### config.mk
export PLATFORM = sky130hd
export DESIGN_NAME = ama_riscv_imm_gen_pipe_flat
export DESIGN_NICKNAME = d
export VERILOG_FILES = /design/src/rtl/ama_riscv_imm_gen_pipe_pkg.sv /design/src/rtl/ama_riscv_imm_gen_pipe_if.sv /design/src/rtl/ama_riscv_imm_gen_pipe_skid_buf.sv /design/src/rtl/ama_riscv_imm_gen_pipe.sv /design/src/flat_wrapper.sv
export SDC_FILE = /design/constraint.sdc
export NUM_CORES = 1
export LEC_CHECK = 0
export ABC_AREA = 1
export BUFFER_PORTS_ARGS = -buffer_cell sky130_fd_sc_hd__buf_2
export CORE_ASPECT_RATIO = 0.8
export CORE_UTILIZATION = 35
export DETAILED_ROUTE_END_ITERATION = 10
export HOLD_SLACK_MARGIN = 0.05
export PLACE_DENSITY = 0.53
export SETUP_SLACK_MARGIN = 0.3
export SLEW_MARGIN = 15
export SYNTH_ARGS = -nofsm -noshare
export SYNTH_HDL_FRONTEND = slang
export SYNTH_SLANG_ARGS = --single-unit
### constraint.sdc
create_clock -name clk -period 3.5 [get_ports clk]
set_input_delay 0.35 -clock clk [delete_from_list [all_inputs] [get_ports clk]]
set_output_delay 0.35 -clock clk [all_outputs]
set_load 0.02 [all_outputs]
### src/rtl/ama_riscv_imm_gen_pipe_pkg.sv
// Shared definitions for the pipelined immediate generator: format selects,
// skid-buffer states and the immediate decode function (AMA_RISCV_IMM_GEN_CSR_EN adds Z).
package ama_riscv_imm_gen_pkg;

    localparam int IG_SEL_W = 3;

    localparam logic [IG_SEL_W-1:0] IG_I_TYPE = 3'b000;
    localparam logic [IG_SEL_W-1:0] IG_S_TYPE = 3'b001;
    localparam logic [IG_SEL_W-1:0] IG_B_TYPE = 3'b010;
    localparam logic [IG_SEL_W-1:0] IG_J_TYPE = 3'b011;
    localparam logic [IG_SEL_W-1:0] IG_U_TYPE = 3'b100;
    localparam logic [IG_SEL_W-1:0] IG_Z_TYPE = 3'b101;

    typedef enum logic [1:0] {
        SB_EMPTY = 2'b00,
        SB_ONE   = 2'b01,
        SB_TWO   = 2'b10
    } sb_state_t;

    typedef struct packed {
        logic [63:0] imm;
        logic        inv;
    } imm_dec_t;

    // Full 64-bit decode; for xlen 32 the upper half is cleared so callers may slice.
    function automatic imm_dec_t imm_decode(input logic [IG_SEL_W-1:0] sel,
                                            input logic [24:0]         inst_hi,
                                            input int                  xlen);
        logic [31:7] inst;
        imm_dec_t    res;
        inst    = inst_hi;
        res.imm = 64'h0;
        res.inv = 1'b0;
        case (sel)
            IG_I_TYPE: res.imm = {{52{inst[31]}}, inst[31:20]};
            IG_S_TYPE: res.imm = {{52{inst[31]}}, inst[31:25], inst[11:7]};
            IG_B_TYPE: res.imm = {{51{inst[31]}}, inst[31], inst[7], inst[30:25], inst[11:8], 1'b0};
            IG_J_TYPE: res.imm = {{43{inst[31]}}, inst[31], inst[19:12], inst[20], inst[30:21], 1'b0};
            IG_U_TYPE: res.imm = {{32{inst[31]}}, inst[31:12], 12'h000};
`ifdef AMA_RISCV_IMM_GEN_CSR_EN
            IG_Z_TYPE: res.imm = {59'h0, inst[19:15]};
`endif
            default:   res.inv = 1'b1;
        endcase
        if (xlen == 32) begin
            res.imm[63:32] = 32'h0;
        end
        return res;
    endfunction

endpackage

### src/rtl/ama_riscv_imm_gen_pipe_if.sv
// Producer/consumer bus of the pipelined immediate generator.
interface ama_riscv_imm_gen_pipe_if #(
    parameter int XLEN  = 32,
    parameter int TAG_W = 8
);
    import ama_riscv_imm_gen_pkg::*;

    logic                in_valid;
    logic                in_ready;
    logic                en;
    logic [IG_SEL_W-1:0] ig_sel;
    logic [24:0]         ig_in;
    logic [TAG_W-1:0]    in_tag;
    logic                out_valid;
    logic                out_ready;
    logic [XLEN-1:0]     ig_out;
    logic [TAG_W-1:0]    out_tag;
    logic                out_inv;

    modport master (
        output in_valid, en, ig_sel, ig_in, in_tag, out_ready,
        input  in_ready, out_valid, ig_out, out_tag, out_inv
    );

    modport slave (
        input  in_valid, en, ig_sel, ig_in, in_tag, out_ready,
        output in_ready, out_valid, ig_out, out_tag, out_inv
    );

endinterface

### src/rtl/ama_riscv_imm_gen_pipe_skid_buf.sv
// Two-entry skid buffer: output register plus one skid slot, registered
// in_ready so no combinational path runs from out_ready back to in_ready.
module ama_riscv_skid_buf
    import ama_riscv_imm_gen_pkg::*;
#(
    parameter int W = 41
) (
    input  logic         clk,
    input  logic         rst_n,
    input  logic         flush,
    input  logic         in_valid,
    output logic         in_ready,
    input  logic [W-1:0] in_data,
    output logic         out_valid,
    input  logic         out_ready,
    output logic [W-1:0] out_data
);

    sb_state_t      state_r;
    sb_state_t      state_s;
    logic           in_ready_r;
    logic           out_valid_r;
    logic [W-1:0]   out_data_r;
    logic [W-1:0]   skid_r;
    logic           accept_s;
    logic           consume_s;
    logic           load_out_s;
    logic           load_skid_s;
    logic           out_from_skid_s;

    assign accept_s  = in_valid & in_ready_r;
    assign consume_s = out_valid_r & out_ready;

    // Next entry count and data-movement strobes; flush overrides everything.
    always_comb begin
        state_s         = SB_EMPTY;
        load_out_s      = 1'b0;
        load_skid_s     = 1'b0;
        out_from_skid_s = 1'b0;
        if (flush) begin
            state_s = SB_EMPTY;
        end else begin
            case (state_r)
                SB_EMPTY: begin
                    if (accept_s) begin
                        state_s    = SB_ONE;
                        load_out_s = 1'b1;
                    end else begin
                        state_s = SB_EMPTY;
                    end
                end
                SB_ONE: begin
                    if (accept_s && !consume_s) begin
                        state_s     = SB_TWO;
                        load_skid_s = 1'b1;
                    end else if (consume_s && !accept_s) begin
                        state_s = SB_EMPTY;
                    end else if (accept_s) begin
                        state_s    = SB_ONE;
                        load_out_s = 1'b1;
                    end else begin
                        state_s = SB_ONE;
                    end
                end
                SB_TWO: begin
                    if (consume_s) begin
                        state_s         = SB_ONE;
                        out_from_skid_s = 1'b1;
                    end else begin
                        state_s = SB_TWO;
                    end
                end
                default: state_s = SB_EMPTY;
            endcase
        end
    end

    // State register with handshake flags precomputed from the next state.
    always_ff @(posedge clk or negedge rst_n) begin
        if (!rst_n) begin
            state_r     <= SB_EMPTY;
            in_ready_r  <= 1'b1;
            out_valid_r <= 1'b0;
        end else begin
            state_r     <= state_s;
            in_ready_r  <= (state_s != SB_TWO);
            out_valid_r <= (state_s == SB_ONE) || (state_s == SB_TWO);
        end
    end

    // Payload registers; the skid entry drains into the output slot on consume.
    always_ff @(posedge clk or negedge rst_n) begin
        if (!rst_n) begin
            out_data_r <= '0;
            skid_r     <= '0;
        end else begin
            if (load_out_s) begin
                out_data_r <= in_data;
            end else if (out_from_skid_s) begin
                out_data_r <= skid_r;
            end
            if (load_skid_s) begin
                skid_r <= in_data;
            end
        end
    end

    assign in_ready  = in_ready_r;
    assign out_valid = out_valid_r;
    assign out_data  = out_data_r;

endmodule

### src/rtl/ama_riscv_imm_gen_pipe.sv
// Registered valid/ready immediate generator for decode (XLEN 32/64, tag sideband).
// Define AMA_RISCV_IMM_GEN_CSR_EN to enable the Z (CSR uimm) format on ig_sel 101.
module ama_riscv_imm_gen_pipe
    import ama_riscv_imm_gen_pkg::*;
#(
    parameter int XLEN  = 32,
    parameter int TAG_W = 8
) (
    input  logic                    clk,
    input  logic                    rst_n,
    input  logic                    flush,
    ama_riscv_imm_gen_pipe_if.slave bus
);

    localparam int PW = XLEN + TAG_W + 1;

    generate
        if (XLEN != 32 && XLEN != 64) begin : g_bad_xlen
            $fatal(1, "ama_riscv_imm_gen_pipe: XLEN must be 32 or 64");
        end
    endgenerate

    imm_dec_t        dec_s;
    logic [XLEN-1:0] imm_s;
    logic            inv_s;
    logic            unused_imm_s;
    logic [PW-1:0]   in_data_s;
    logic [PW-1:0]   out_data_s;

    // Decode the incoming beat; a disabled generator yields a clean zero.
    always_comb begin
        dec_s = imm_decode(bus.ig_sel, bus.ig_in, XLEN);
        if (bus.en) begin
            imm_s = dec_s.imm[XLEN-1:0];
            inv_s = dec_s.inv;
        end else begin
            imm_s = '0;
            inv_s = 1'b0;
        end
    end

    assign unused_imm_s = ^dec_s.imm;
    assign in_data_s    = {imm_s, bus.in_tag, inv_s};

    ama_riscv_skid_buf #(
        .W(PW)
    ) u_skid_buf (
        .clk       (clk),
        .rst_n     (rst_n),
        .flush     (flush),
        .in_valid  (bus.in_valid),
        .in_ready  (bus.in_ready),
        .in_data   (in_data_s),
        .out_valid (bus.out_valid),
        .out_ready (bus.out_ready),
        .out_data  (out_data_s)
    );

    assign {bus.ig_out, bus.out_tag, bus.out_inv} = out_data_s;

endmodule
### src/flat_wrapper.sv
// flat-port wrapper written by rule: the top's interface ports become plain ports
module ama_riscv_imm_gen_pipe_flat import ama_riscv_imm_gen_pkg::*;
#(
    parameter int XLEN  = 32,
    parameter int TAG_W = 8
)
  (clk, rst_n, flush, bus_in_valid, bus_en, bus_ig_sel, bus_ig_in, bus_in_tag, bus_out_ready, bus_in_ready, bus_out_valid, bus_ig_out, bus_out_tag, bus_out_inv);
  ama_riscv_imm_gen_pipe_if #(.XLEN(XLEN), .TAG_W(TAG_W)) bus_i ();
  input  logic clk;
  input  logic rst_n;
  input  logic flush;
  input wire logic [$bits(bus_i.in_valid)-1:0] bus_in_valid;
  input wire logic [$bits(bus_i.en)-1:0] bus_en;
  input wire logic [$bits(bus_i.ig_sel)-1:0] bus_ig_sel;
  input wire logic [$bits(bus_i.ig_in)-1:0] bus_ig_in;
  input wire logic [$bits(bus_i.in_tag)-1:0] bus_in_tag;
  input wire logic [$bits(bus_i.out_ready)-1:0] bus_out_ready;
  output wire logic [$bits(bus_i.in_ready)-1:0] bus_in_ready;
  output wire logic [$bits(bus_i.out_valid)-1:0] bus_out_valid;
  output wire logic [$bits(bus_i.ig_out)-1:0] bus_ig_out;
  output wire logic [$bits(bus_i.out_tag)-1:0] bus_out_tag;
  output wire logic [$bits(bus_i.out_inv)-1:0] bus_out_inv;
  assign bus_i.in_valid = bus_in_valid;
  assign bus_i.en = bus_en;
  assign bus_i.ig_sel = bus_ig_sel;
  assign bus_i.ig_in = bus_ig_in;
  assign bus_i.in_tag = bus_in_tag;
  assign bus_i.out_ready = bus_out_ready;
  assign bus_in_ready = bus_i.in_ready;
  assign bus_out_valid = bus_i.out_valid;
  assign bus_ig_out = bus_i.ig_out;
  assign bus_out_tag = bus_i.out_tag;
  assign bus_out_inv = bus_i.out_inv;
  ama_riscv_imm_gen_pipe #(.XLEN(XLEN), .TAG_W(TAG_W)) u_core (.clk(clk), .rst_n(rst_n), .flush(flush), .bus(bus_i));
endmodule
==> results.json, run 1 <==
{
  "ir_drop_v": 0.000242,
  "synth_nets": 625,
  "avgSynthCellArea_um2": 7.50,
  "drive_above_1_share_pct": 17.4,
  "num-fill-cells": 1259,
  "critPathKind": "flip-flop to flip-flop",
  "drv_cap": 0,
  "p_leak_nw": 2.78,
  "dieHeight_um": 102,
  "gr-usage-all-layers_pct": 18.8,
  "fin_skew_ns": 0.00603,
  "clock-sinks": 86,
  "grt_pass1_vias": 3712,
  "finalNetCount": 688,
  "rr_startpoint": "u_core.u_skid_buf.in_ready",
  "antenna_found_initial": 0,
  "cts-root-buf": "clkbuf_16",
  "timing.fmax_ghz": 0.441,
  "drv_slew": 0,
  "wl_per_cell_um": 14.1,
  "vias": 3835,
  "ant_nets": 0,
  "gp_congestion": 0.803,
  "netlist_instances": 580,
  "synthArstFlopShare_pct": 100,
  "critPathCapture": "u_core.u_skid_buf.out_data[19]",
  "dr.first_iter.drc_count": 267,
  "cts_inserted_buffers": 9,
  "synth_area_um2": 4350,
  "yosysTopAreaCell": "dfrtp_1",
  "wl_met2_mm": 5.10,
  "relSlewSlack_pct": 37.0,
  "r2r_cells": 9,
  "clk_pin_slew_ns": 0.06,
  "rsz0062_at_grt": "no",
  "critPathLaunchType": "flip-flop",
  "timing.rr.end": "u_core.u_skid_buf.out_data[19]",
  "yosysUniqueCellTypes": 22,
  "finalSetupViolCount": 0,
  "crit_path_end_kind": "flip-flop",
  "tns_ns": 0,
  "cts_resized": 0,
  "dp.cells": 784,
  "dp_hpwl_mm": 7.22,
  "yosysWarnings": 0,
  "initial_core_util_pct": 35.8,
  "p_per_area_nw_per_um2": 590,
  "cts_tree": "done",
  "cts_setup_buffers": 0,
  "crit_required_ns": 3.74,
  "dieArea_um2": 12900,
  "synth_commonest_cells": "220 x nand2_1, 114 x nand3_1, 85 x dfrtp_1, 54 x inv_1, 29 x o21ai_1",
  "cts_hold_buf": 0,
  "clock_latency_ns": 0.34,
  "synth_top_area_share_pct": 48.9,
  "synthTopCellsByArea": "dfrtp_1 49%, nand2_1 19%, nand3_1 13%",
  "grt_pass1_wl_mm": 18.7,
  "cp_max_fo": 24,
  "fin_crit_sh_pct": 64.7,
  "coreArea_um2": 12200,
  "drt-met1-wl_mm": 5.50,
  "top_layer_used": "met4",
  "arrival_ns": 2.50,
  "fin_crit_ns": 2.27,
  "n_antenna_cell": 0,
  "rows": 36,
  "worstSetupStartpoint": "u_core.u_skid_buf.in_ready",
  "ios": 85,
  "status": "finished clean",
  "drt-pass1-iter-count": 5,
  "p_total_mw": 2.99,
  "grt_max_degree": 73,
  "overflow": 0,
  "layout.cells.non_filler": 800,
  "tightest_slew_ns": 0.945,
  "io_buffer_count": 84,
  "finalHoldViolations": 0,
  "vias_per_cell": 4.79,
  "drc": 0,
  "fp.dieW_um": 127,
  "area_growth_pct": 16.6,
  "wl_met3_um": 529,
  "ys_ff_latch": 86,
  "cts_max_level": 3,
  "clockBufferDepth": 2,
  "fin_util_pct": 41.7,
  "wl_mm": 11.2,
  "hp-class": "primary input to asynchronous set/reset pin",
  "rrSetupSlack_ns": 1.23,
  "ys_seq_area_share_pct": 49.5,
  "ys.flop_type": "dfrtp_1",
  "synthMostInstantiatedCell": "nand2_1",
  "synth_edf_count": 0
}
per-stage QoR:
stage | hold slack [ns] | area (µm²) | setup WS, ns
2_1_floorplan | 0.0544 | 4350 | 1.70
3_3_place_gp | 0.462 | 4810 | 1.30
3_5_place_dp | 0.466 | 4810 | 1.22
4_1_cts | 0.189 | 5070 | 1.22
5_1_grt | 0.208 | 5070 | 1.04
6_report | 0.138 | 5070 | 1.23
registers in the layout (all words and copies together), names as in the netlist:
name                         count
u_core.u_skid_buf.out_data      41
u_core.u_skid_buf.out_valid      1
u_core.u_skid_buf.skid_r        41
u_core.u_skid_buf.state_r        2
u_core.u_skid_buf.in_ready       1
logic make-up (layout without fill, tap and decap cells):
group / Yosys count / after routing / share of synthesized area [%]
AND/OR/NAND/NOR: 359 / 359 / 35.6
buffers and inverters: 96 / 164 / 9.70
flip-flops: 86 / 86 / 49.5
AO/OA/AOI/OAI: 36 / 36 / 4.29
adder cells (fa/ha/maj): 3 / 3 / 0.863
cells in the final DEF (no fill, tap or decap):
master and n:
dfstp_2 1, inv_1 54, dfrtp_1 85, clkinv_2 1, clkbuf_8 1, clkbuf_16 9, nand2_1 220, nand3_2 2
or2_2 1, o21ai_0 5, nand4_1 10, inv_2 5, nor2_2 1, o21ai_1 29, o211ai_1 1, nand3_1 114
buf_2 83, nor3_1 1, clkbuf_1 5, a21oi_4 1, nor2_1 8, nor2_4 2, buf_4 6, ha_1 3
per-layer routing:
metal,global-route usage [%],up-vias
met5,0,-
li1,-,1970
met1,24.9,1778
met4,5.28,0
met2,29.5,78
met3,6.02,9
power by group:
part	switching, mW	internal, mW
Combinational	0.495	0.272
Clock	0.360	0.500
Sequential	0.129	1.23
critical path: stages (launching register included):
cell and delay [ns]:
dfstp_2 0.53, nand2_1 0.05, inv_1 0.09, ha_1 0.16, nand3_1 0.14, a21oi_4 0.61
buf_4 0.37, nand2_1 0.08, nand2_1 0.07, inv_1 0.04
cell type report:
class / count / area (µm²) / area share, %
sequential: 86 / 2150 / 42.5
multi-input combinational: 398 / 1780 / 35.1
timing repair buffer: 89 / 460 / 9.08
clock buffer: 15 / 258 / 5.09
inverter: 59 / 221 / 4.37
tap: 152 / 190 / 3.75
clock inverter: 1 / 5.00 / 0.0987
how the worst min path moves through the flow:
stage,from,to,slack [ns],depth (start not counted)
4_1_cts,rst_n,u_core.u_skid_buf.out_data[23],0.19,1
3_5_place_dp,u_core.u_skid_buf.skid_r[11],u_core.u_skid_buf.skid_r[11],0.47,2
5_1_grt,rst_n,u_core.u_skid_buf.out_data[24],0.21,1
2_1_floorplan,rst_n,u_core.u_skid_buf.out_data[0],0.05,0
3_3_place_gp,u_core.u_skid_buf.skid_r[12],u_core.u_skid_buf.skid_r[12],0.46,2
6_report,rst_n,u_core.u_skid_buf.out_data[23],0.14,1
Power figures use the tool's default switching activity.
==> run 2: changes to the inputs <==
--- a/config.mk
+++ b/config.mk
@@ -11,7 +11,7 @@
 export CORE_UTILIZATION = 35
 export DETAILED_ROUTE_END_ITERATION = 10
 export HOLD_SLACK_MARGIN = 0.05
-export PLACE_DENSITY = 0.53
+export PLACE_DENSITY = 0.55
 export SETUP_SLACK_MARGIN = 0.3
 export SLEW_MARGIN = 15
 export SYNTH_ARGS = -nofsm -noshare
==> constraint.sdc (replaced) <==
create_clock -name clk -period 2.05 [get_ports clk]
set_input_delay 0.205 -clock clk [delete_from_list [all_inputs] [get_ports clk]]
set_output_delay 0.205 -clock clk [all_outputs]
set_load 0.02 [all_outputs]
==> results.json, run 2 (synthesis gave the netlist of run 1 again) <==
{
  "status": "finished clean",
  "cts_inserted_buffers": 9,
  "initial_core_util_pct": 35.8,
  "gp_congestion": 0.787,
  "dieArea_um2": 12900,
  "fin_skew_ns": 0.00818,
  "wl_mm": 12.0,
  "crit_required_ns": 2.29,
  "p_total_mw": 5.34,
  "tns_ns": 0,
  "wl_per_cell_um": 14.8,
  "ir_drop_v": 0.000538,
  "fin_crit_ns": 1.67,
  "seq_area_um2": 2150,
  "multiInputGateArea_um2": 1810,
  "critPathLaunchType": "flip-flop",
  "dr.first_iter.drc_count": 273,
  "fp.dieW_um": 127,
  "num-fill-cells": 1230,
  "cp_max_fo": 10,
  "ant_nets": 0,
  "clock_latency_ns": 0.35,
  "vias_per_cell": 4.93,
  "timing.fmax_ghz": 0.599,
  "final_common_cell": "nand2_1",
  "cts-root-buf": "clkbuf_16",
  "p_leak_nw": 2.89,
  "finalHoldViolations": 0,
  "cts_max_level": 3,
  "hp-class": "primary input to flip-flop",
  "grt_max_degree": 65,
  "drv_cap": 0,
  "clk_pin_slew_ns": 0.07,
  "area_growth_pct": 21.9,
  "vias": 4006,
  "rows": 36,
  "coreArea_um2": 12200,
  "drt-pass1-iter-count": 5,
  "finalNetCount": 701,
  "crit_path_end_kind": "flip-flop",
  "gr-usage-all-layers_pct": 19.5,
  "dieHeight_um": 102,
  "dp_hpwl_mm": 7.84,
  "clockBufferDepth": 2,
  "relSlewSlack_pct": 63.2,
  "rsz0062_at_grt": "yes",
  "io_buffer_count": 84,
  "finalSetupViolCount": 0,
  "drive_above_1_share_pct": 20.3,
  "grt_pass1_vias": 3765,
  "arrival_ns": 1.91,
  "fin_crit_sh_pct": 81.4,
  "drc": 0,
  "p_per_area_nw_per_um2": 1010,
  "drv_slew": 0,
  "clock-sinks": 86,
  "hold_depth": 3,
  "final_cell_mix": "216 x nand2_1, 114 x nand3_1, 85 x dfrtp_1",
  "critPathKind": "flip-flop to flip-flop",
  "tightest_slew_ns": 0.552,
  "n_antenna_cell": 0,
  "r2r_cells": 9,
  "ios": 85,
  "antenna_found_initial": 0,
  "cts_tree": "done",
  "overflow": 0,
  "grt_pass1_wl_mm": 19.0
}
## run 2: cell types whose count changed in the layout (fill, tap and decap cells not counted), sizes merged
| cell | change |
|---|---|
| bufinv | +1 |
| clkbuf | -3 |
| clkinv | +2 |
| buf | +11 |
| clkinvlp | +1 |
| dlygate4sd3 | +1 |
## run 2: cell type report
| cell class | instances | share of cell area, % |
|---|---|---|
| clock inverters | 5 | 1.13 |
| repair buffers | 102 | 12.0 |
| well taps | 152 | 3.59 |
| flip-flops and latches | 86 | 40.6 |
| inverters | 59 | 4.18 |
| clock buffers | 11 | 4.39 |
| multi-input cells | 398 | 34.1 |
## run 2: what timing repair did
| item | in CTS | in global routing |
|---|---|---|
| buffers inserted | 1 | 0 |
| endpoints found under the setup margin | 27 | 32 |
| pin swaps | 1 | 0 |
| hold buffers | 1 | 0 |
| gates cloned | 0 | 2 |
| gates resized for setup | 0 | 4 |
| endpoints found under the hold margin | 37 | 0 |
## run 2: per-layer routing
layer | share of wire [%] | global-route usage (%)
met5 | 0 | 0
met4 | 0.56 | 5.00
met3 | 6.6 | 6.44
met2 | 45 | 30.7
met1 | 48 | 26.0
## run 2: where the power goes
| part | internal, mW | total, mW | switching [mW] |
|---|---|---|---|
| clock | 0.947 | 1.63 | 0.679 |
| sequential | 2.10 | 2.32 | 0.222 |
| combinational | 0.509 | 1.39 | 0.879 |
## run 2: worst paths after layout
kind | slack [ns] | to | from
max | 0.38 | u_core.u_skid_buf.out_data[35] | u_core.u_skid_buf.in_ready
min | 0.11 | u_core.u_skid_buf.skid_r[7] | bus_in_tag[6]
max reg2reg | 0.38 | u_core.u_skid_buf.out_data[35] | u_core.u_skid_buf.in_ready
min reg2reg | 0.48 | u_core.u_skid_buf.skid_r[12] | u_core.u_skid_buf.skid_r[12]
max in group asynchronous | 1.00 | u_core.u_skid_buf.in_ready | rst_n
min in group asynchronous | 0.39 | u_core.u_skid_buf.out_data[27] | rst_n
## run 2: worst max-delay path, stage by stage (launching register included)
cell     delay (ns)
dfstp_2        0.53
nand2_1        0.06
inv_2          0.08
ha_1           0.15
nand3_1        0.13
a21oi_4        0.22
buf_4          0.22
nand2_1        0.07
nand2_1        0.07
inv_1          0.04
## run 2: per-stage QoR
step	cell area [µm²]	hold WS (ns)	instances	util, %	worst slack [ns]
3_3_place_gp	4940	0.227	793	40.6	0.328
3_5_place_dp	4940	0.233	793	40.6	0.248
2_1_floorplan	4370	-0.0906	580	-	0.307
5_1_grt	5300	0.115	813	43.6	0.278
4_1_cts	5250	0.107	811	43.2	0.336
6_report	5300	0.114	813	43.6	0.381
